--- config.mk ---
export PLATFORM = sky130hd
export DESIGN_NAME = pipe_scoreboard
export DESIGN_NICKNAME = d
export VERILOG_FILES = /design/src/rtl/pipe_scoreboard.sv
export SDC_FILE = /design/constraint.sdc
export NUM_CORES = 1
export LEC_CHECK = 0
export ABC_AREA = 1
export CORE_UTILIZATION = 40
export CTS_BUF_LIST = sky130_fd_sc_hd__clkbuf_16
export CTS_CLUSTER_SIZE = 16
export DETAILED_ROUTE_END_ITERATION = 6
export GPL_TIMING_DRIVEN = 0
export SKIP_LAST_GASP = 1
export SLEW_MARGIN = 0
export SYNTH_ARGS = -nofsm -noshare
export SYNTH_HDL_FRONTEND = slang
export SYNTH_SLANG_ARGS = --single-unit
--- constraint.sdc ---
create_clock -name clk -period 4.93 [get_ports clk]
set_clock_uncertainty 0.05 [all_clocks]
set_input_delay 0.986 -clock clk [delete_from_list [all_inputs] [get_ports clk]]
set_output_delay 0.986 -clock clk [all_outputs]
set_load 0.05 [all_outputs]
--- src/rtl/pipe_scoreboard.sv ---
// Register scoreboard for variable-latency execution units: per-register countdown to forwardability, RAW/WAW issue stall.
// Optional SCOREBOARD_PERF_EN adds saturating stall-cycle and issue counters.
module pipe_scoreboard #(
  parameter int unsigned NUM_REGS = 32,
  parameter int unsigned REG_AW   = 5,
  parameter int unsigned LAT_W    = 3,
  parameter int unsigned MAX_LAT  = 7
) (
  input  logic                clk,
  input  logic                rst,
  input  logic                issue_valid,
  input  logic [REG_AW-1:0]   issue_rs,
  input  logic [REG_AW-1:0]   issue_rt,
  input  logic                issue_rs_used,
  input  logic                issue_rt_used,
  input  logic [REG_AW-1:0]   issue_rd,
  input  logic                issue_wr,
  input  logic [LAT_W-1:0]    issue_lat,
  input  logic                flush,
  output logic                stall,
  output logic                issue_fire,
  output logic [NUM_REGS-1:0] busy_vec,
  output logic                idle
`ifdef SCOREBOARD_PERF_EN
  ,
  output logic [31:0]         stall_cycles,
  output logic [31:0]         issue_count
`endif
);

  localparam int unsigned ADDR_SPAN = 1 << REG_AW;

  logic [LAT_W-1:0]     r_cnt [1:NUM_REGS-1];
  logic [NUM_REGS-1:0]  w_busy;
  logic [ADDR_SPAN-1:0] w_busy_ext;
  logic [LAT_W-1:0]     w_lat_sat;
  logic                 w_stall;
  logic                 w_fire;

  // Register 0 never has an entry; out-of-range addresses read as not busy.
  always_comb begin
    w_busy = '0;
    for (int i = 1; i < NUM_REGS; i++) begin
      w_busy[i] = (r_cnt[i] != '0);
    end
    w_busy_ext = ADDR_SPAN'(w_busy);
  end

  assign w_stall = issue_valid &
                   ((issue_rs_used & w_busy_ext[issue_rs]) |
                    (issue_rt_used & w_busy_ext[issue_rt]) |
                    (issue_wr      & w_busy_ext[issue_rd]));
  assign w_fire    = issue_valid & ~w_stall & ~flush;
  assign w_lat_sat = (issue_lat > LAT_W'(MAX_LAT)) ? LAT_W'(MAX_LAT) : issue_lat;

  assign stall      = w_stall;
  assign issue_fire = w_fire;
  assign busy_vec   = w_busy;
  assign idle       = (w_busy == '0);

  // WAW stalling guarantees a load never lands on a live counter.
  always_ff @(posedge clk or posedge rst) begin
    if (rst) begin
      for (int i = 1; i < NUM_REGS; i++) begin
        r_cnt[i] <= '0;
      end
    end else begin
      for (int i = 1; i < NUM_REGS; i++) begin
        if (w_fire && issue_wr && (issue_rd == REG_AW'(i))) begin
          r_cnt[i] <= w_lat_sat;
        end else if (r_cnt[i] != '0) begin
          r_cnt[i] <= r_cnt[i] - LAT_W'(1);
        end
      end
    end
  end

`ifdef SCOREBOARD_PERF_EN
  logic [31:0] r_stall_cycles;
  logic [31:0] r_issue_count;

  // Saturating event counters.
  always_ff @(posedge clk or posedge rst) begin
    if (rst) begin
      r_stall_cycles <= '0;
      r_issue_count  <= '0;
    end else begin
      if (w_stall && (r_stall_cycles != '1)) r_stall_cycles <= r_stall_cycles + 32'd1;
      if (w_fire && (r_issue_count != '1))   r_issue_count  <= r_issue_count + 32'd1;
    end
  end

  assign stall_cycles = r_stall_cycles;
  assign issue_count  = r_issue_count;
`endif

endmodule

==> impl_metrics.yaml, run 1 <==
worst_setup_path:
  worst_setup_path_end_kind: "output port"
  critPathTopFamily: "buffers and inverters"
  max_stage_delay_ns: 0.54
  worstPathBufferInverterCount: 5
  crit_start: "issue_rd[0]"
  crit_type: "in2out"
  cp_slowest_cell: "clkdlybuf4s50_1"
  crit_path_max_fanout: 10
  crit_top_cell: "nand2_1"
  crit_chain: "clkdlybuf4s50_1 -> inv_1 -> nand2_1 -> nor2_1 -> nor2_1 -> nand2_1 -> nand2_1 -> nand4_1 -> nand2_1 -> nand3_2 -> nand3_2 -> nor2_4 -> buf_6 -> buf_6 -> clkbuf_2"
  cp_data_arrival_time_ns: 3.66
  required_ns: 3.89
  startpoint_type: "input port"
  timing.rr.start: "r_cnt[84]"
yosys:
  synthTopCellsByCount: "nand2_1, inv_1, nand4_1"
  synth-main-ff-cell: "dfrtp_1"
  syn_area_mm2: 0.00752
  synth_most_common_cell: "nand2_1"
  synth.area.top_cells: "dfrtp_1, nand2_1, nand4_1, ha_1, inv_1"
  ys_seq_elements: 93
  synth_top_cell_area_share_pct: 30.9
  ys_types: 26
  async_reset_ff_share_pct: 100
  synth-edff-count: 0
  yosys_warnings: 0
  synth.avg_cell_area_um2: 6.86
  synthCells: 1096
  yosys.area.top_type: "dfrtp_1"
  yosysSeqAreaShare_pct: 30.9
  synth_nets: 1183
timing:
  holdWs_ns: 0.501
  tns_ns: 0
  rsz0062_at_grt: "false"
  slew_violations: 0
  fmax_ghz: 0.213
  finalCriticalPeriod_ns: 4.70
  setup_slack_ns: 0.229
  max_slew.worst_pin.slew_ns: 0.724
  finalHoldViolCount: 0
  slew_headroom_pct: 51.4
  timing.final.crit_share_pct: 95.3
  setup_viol: 0
finish:
  post_route_cells_drive_above_1_share_pct: 3.96
  largestRegisters: "r_cnt (93)"
  nets: 1247
  area_delta_synth_final_pct: 14.7
  fin_area_mm2: 0.00863
  n_fill_cell: 1911
  regMostFlops: "r_cnt"
  utilization_pct: 47.4
  largest_register_ffs: 93
  antennaDiodeCount: 0
floorplan:
  num_io_pins: 60
  dieArea_mm2: 0.0194
  num_rows: 49
  die_x_um: 139
  core_mm2: 0.0182
  initial_core_util_pct: 41.3
  die-height_um: 139
route:
  routedWlPerCell_um: 16.5
  dr.pass1.iters: 7
  ant_nets: 0
  drt-total-wl_um: 22900
  route.detailed.drc: 3
  drtIter0Drc: 542
  routed_via_density: 5.30
  vias: 7373
pwr:
  p_leak_uw: 0.00476
  ir_drop_v: 0.000426
  p_per_area_mw_per_mm2: 610
status:
  violations: "design-rule violations"
  status: "complete, but fails checks"
global_routing:
  grt_max_degree: 54
  antenna_found_initial: 0
  globalRoute.totalOverflow: 0
  grt_usage_pct: 24.6
  first_global_vias: 6874
  grt_pass1_wl_um: 37000
clock_network:
  cts.sinks: 93
  clk_latency_ns: 0.35
  post-cts-setup-buffers: 0
  numCtsBuffers: 9
  ctsRootBufferMaster: "clkbuf_16"
  cts.clk_slew.worst_paths_ns: 0.07
  htreeDepth: 3
  tritoncts: "built"
  clockBufferDepth: 2
place:
  hpwl_um: 17000
  finalWeightedCongestion: 0.949
  pre_cts_ws_ns: -0.267
  io_buffer_count: 52
  placed_cell_area_mm2: 0.00836
job:
  drv_cap: 0
hold_path:
  min_path_type: "reg2reg"
  min_from: "r_cnt[56]"
-- final timing paths --
kind                         endpoint  slack (ns)  depth (start not counted)
hold reg to reg             r_cnt[56]        0.50                          2
setup reg to reg            r_cnt[19]        2.13                         16
min in group asynchronous   r_cnt[67]        1.00                          2
max in group asynchronous   r_cnt[13]        3.15                          3
setup / recovery           issue_fire        0.23                         15
hold / removal              r_cnt[56]        0.50                          2
-- where the power goes --
group / internal, uW / switching [uW]
clock: 382 / 300
sequential: 1190 / 230
combinational: 1140 / 2020
total: 2710 / 2550
-- cell usage in the layout, fill, tap and decap left out, types with 2 or more instances in the layout --
master           netlist  layout
nor4_1                 7       7
inv_1                156     157
ha_1                  62      62
clkinv_1               1       2
nand3_2                2       2
nor2_2                 2       2
nand3_1               58      58
nand4_1              128     128
nand2_2                2       2
clkbuf_1              24      24
nor2_1                54      54
nor3_1                12      12
buf_6                  7       7
a21o_1                10      10
inv_2                  4       4
xor2_1                52      52
clkbuf_16              0       9
a21oi_1                5       5
o21ai_0               44      44
nand2_1              350     350
buf_1                  7       7
buf_2                 11      11
dfrtp_1               93      93
clkdlybuf4s50_1        0      50
clkbuf_2               2       3
-- layout make-up --
type	count	area [um^2]	share of cell area [%]
buffer	52	268	3.10
clock buffer	9	225	2.61
clock inverter	5	46.3	0.537
inverter	161	607	7.03
multi-input combinational	790	4320	50.1
sequential	93	2330	27.0
tap	229	287	3.32
timing repair buffer	53	546	6.32
-- per-layer routing --
metal | up-vias | routed length [um] | GRT usage [%]
met4 | 0 | 464 | 8.30
met3 | 26 | 1700 | 4.56
met5 | - | 0 | 0
met1 | 3412 | 10300 | 33.8
met2 | 260 | 10400 | 38.8
li1 | 3675 | - | -
-- cell families (layout without fill, tap and decap cells) --
logic type	after synthesis	in the layout	synth area share, %
AND/OR/NAND/NOR	616	616	36.8
buffers and inverters	213	280	11.6
flip-flops	93	93	30.9
adder cells (fa/ha/maj)	62	62	10.3
AO/OA/AOI/OAI	59	59	4.26
XOR/XNOR	52	52	6.05
other	1	1	0.0499
-- worst register-to-register path, stage by stage (launching register included) --
cell and delay [ns]:
dfrtp_1 0.39, inv_1 0.08, ha_1 0.14, nand2_1 0.28, o21ai_0 0.37, nand2_1 0.10, nand2_1 0.07, nor2_1 0.04
nand2_1 0.05, nand2_1 0.06, nand3_2 0.10, nand2_1 0.08, nor2_2 0.24, buf_2 0.29, nand4_1 0.17, nand2_1 0.12
nand2_1 0.05
-- through the flow --
step	total power, uW	std cells
detailed placement	4590	1378
global route	5860	1392
finish	5260	1392
CTS	5300	1392
global placement	4530	1377
floorplan	3820	1096
-- what timing repair did --
| action | 4_1_cts | 5_1_grt |
|---|---|---|
| resized for setup | 1 | 3 |
| endpoints found under the setup margin | 1 | 2 |
| hold buffers | 0 | 0 |
(Power assumes the default switching activity.)
==> inputs of run 2 (changes only) <==
==> constraint.sdc (replaced) <==
create_clock -name clk -period 4.55 [get_ports clk]
set_clock_uncertainty 0.05 [all_clocks]
set_input_delay 0.91 -clock clk [delete_from_list [all_inputs] [get_ports clk]]
set_output_delay 0.91 -clock clk [all_outputs]
set_load 0.05 [all_outputs]
==> run 2 against run 1 <==
The flow still finishes with violations (design-rule violations). Sequential power is 8% higher. Critical path depth is 1 lower. Hold slack hardly changed. Die area stayed put. Sequential share of layout area hardly changed. First-iteration DRC count is 4.4% lower. Sequential cell count stayed put. Critical endpoint unchanged. Largest power group unchanged.
==> impl_metrics.yaml, run 2 (synthesis results as in run 1) <==
status:
  status: "complete, but fails checks"
  violations: "design-rule violations"
timing:
  setup_viol: 0
  slew_headroom_pct: 51.5
  finalCriticalPeriod_ns: 4.39
  slew_violations: 0
  fmax_ghz: 0.228
  finalHoldViolCount: 0
  holdWs_ns: 0.501
  tns_ns: 0
  max_slew.worst_pin.slew_ns: 0.722
  timing.final.crit_share_pct: 96.4
route:
  ant_nets: 0
  dr.pass1.iters: 7
  routed_via_density: 5.28
  routedWlPerCell_um: 16.4
  drtIter0Drc: 518
  drt-total-wl_um: 22800
  vias: 7356
  route.detailed.drc: 1
place:
  hpwl_um: 17000
  placed_cells: 1378
  io_buffer_count: 52
  finalWeightedCongestion: 0.949
finish:
  largestRegisters: "r_cnt (93)"
  nets: 1247
  area_delta_synth_final_pct: 14.8
  utilization_pct: 47.4
  regMostFlops: "r_cnt"
  post_route_cells_drive_above_1_share_pct: 4.21
  final_cell_mix: "nand2_1, inv_1, nand4_1"
  largest_register_ffs: 93
  finalNonFillerCells: 1392
  final_common_cell: "nand2_1"
  antennaDiodeCount: 0
pwr:
  power_uw: 5700
  combinationalPowerShare_pct: 60.0
  switching_power_uw: 2760
  p_clk_share_pct: 13.0
  sw_frac_of_total_pct: 48.5
  p_per_area_mw_per_mm2: 660
  p_int_uw: 2940
  p_leak_uw: 0.00476
  pwr-share-seq_pct: 27.1
  ir_drop_v: 0.000461
clock_network:
  clockBufferDepth: 2
  tritoncts: "built"
  htreeDepth: 3
  ctsRootBufferMaster: "clkbuf_16"
  clk_latency_ns: 0.35
  numCtsBuffers: 9
  cts.clk_slew.worst_paths_ns: 0.07
  cts.sinks: 93
global_routing:
  antenna_found_initial: 0
  grt_max_degree: 54
  first_global_vias: 6874
  grt_pass1_wl_um: 37000
  globalRoute.totalOverflow: 0
  grt_usage_pct: 24.6
floorplan:
  die_x_um: 139
  core_mm2: 0.0182
  die-height_um: 139
  num_rows: 49
  initial_core_util_pct: 41.3
  num_io_pins: 60
  dieArea_mm2: 0.0194
job:
  drv_cap: 0
worst_setup_path:
  startpoint_type: "input port"
  r2r_slack_ns: 1.79
  crit_path_max_fanout: 10
  crit_path_end: "issue_fire"
  timing.rr.start: "r_cnt[84]"
  cp_data_arrival_time_ns: 3.43
  rr_worst_depth: 16
  crit_start: "issue_rd[2]"
  required_ns: 3.59
  worst_setup_path_end_kind: "output port"
  worst_r2r_endpoint: "r_cnt[19]"
  crit_type: "in2out"
hold_path:
  min_path_type: "reg2reg"
  whs_path_depth: 2
==> run 2: final cells by class <==
cell class / count / area [um^2]
clock buffer: 9 / 225
buffer: 52 / 268
multi-input combinational: 790 / 4330
tap: 229 / 287
timing repair buffer: 53 / 547
sequential: 93 / 2330
clock inverter: 5 / 46.3
inverter: 161 / 607
fill: 1912 / 9570
==> run 2: worst max-delay path, cell delays in order <==
cell,delay [ns]
clkdlybuf4s50_1,0.61
inv_1,0.07
nor2_1,0.33
nand3_1,0.14
nand4_1,0.14
nor2_1,0.05
nand2_1,0.05
nand2_1,0.06
nand3_2,0.10
nand3_2,0.13
nor2_4,0.20
buf_6,0.21
buf_6,0.16
clkbuf_4,0.24
==> run 2: layer usage <==
| metal | vias up | track usage, % | share of wire (%) |
|---|---|---|---|
| met4 | 0 | 8.30 | 2.4 |
| met3 | 33 | 4.56 | 6.7 |
| met1 | 3392 | 33.8 | 46 |
| li1 | 3676 | - | - |
| met2 | 255 | 38.8 | 45 |
| met5 | - | 0 | 0 |
==> run 2: worst min path at each step <==
stage	start	to	slack (ns)
floorplan	r_cnt[29]	r_cnt[29]	0.47
global placement	r_cnt[80]	r_cnt[80]	0.48
detailed placement	r_cnt[56]	r_cnt[56]	0.49
CTS	r_cnt[56]	r_cnt[56]	0.50
global route	r_cnt[17]	r_cnt[17]	0.53
finish	r_cnt[56]	r_cnt[56]	0.50
==> run 2: power groups by stage <==
stage | Clock [uW] | Sequential, uW | Combinational (uW)
after CTS | 755 | 1540 | 3440
final | 739 | 1540 | 3420
after floorplan | 0 | 1500 | 2640
after detailed placement | 0 | 1550 | 3420
after global routing | 779 | 1600 | 3970
after global placement | 0 | 1540 | 3370
==> run 2: repair_timing <==
item                                    CTS  global route
setup buffers                             0             0
endpoints found under the setup margin    2             2
gates cloned                              0             0
hold buffers                              0             0
resized for setup                         4             7
==> run 2: through the flow <==
stage | worst slack (ns) | cell area [um^2]
2_1_floorplan | 1.17 | 7520
3_3_place_gp | -0.671 | 8330
3_5_place_dp | -0.495 | 8360
4_1_cts | -0.0644 | 8630
5_1_grt | -0.00172 | 8630
6_report | 0.164 | 8630
==> inputs of run 3 (changes only) <==
--- a/config.mk
+++ b/config.mk
@@ -11,6 +11,7 @@
 export CTS_CLUSTER_SIZE = 16
 export DETAILED_ROUTE_END_ITERATION = 6
 export GPL_TIMING_DRIVEN = 0
+export HOLD_SLACK_MARGIN = 0.05
 export SKIP_LAST_GASP = 1
 export SLEW_MARGIN = 0
 export SYNTH_ARGS = -nofsm -noshare
==> results of run 3 <==
Final layout, timing and power as in run 2 (identical DEF).
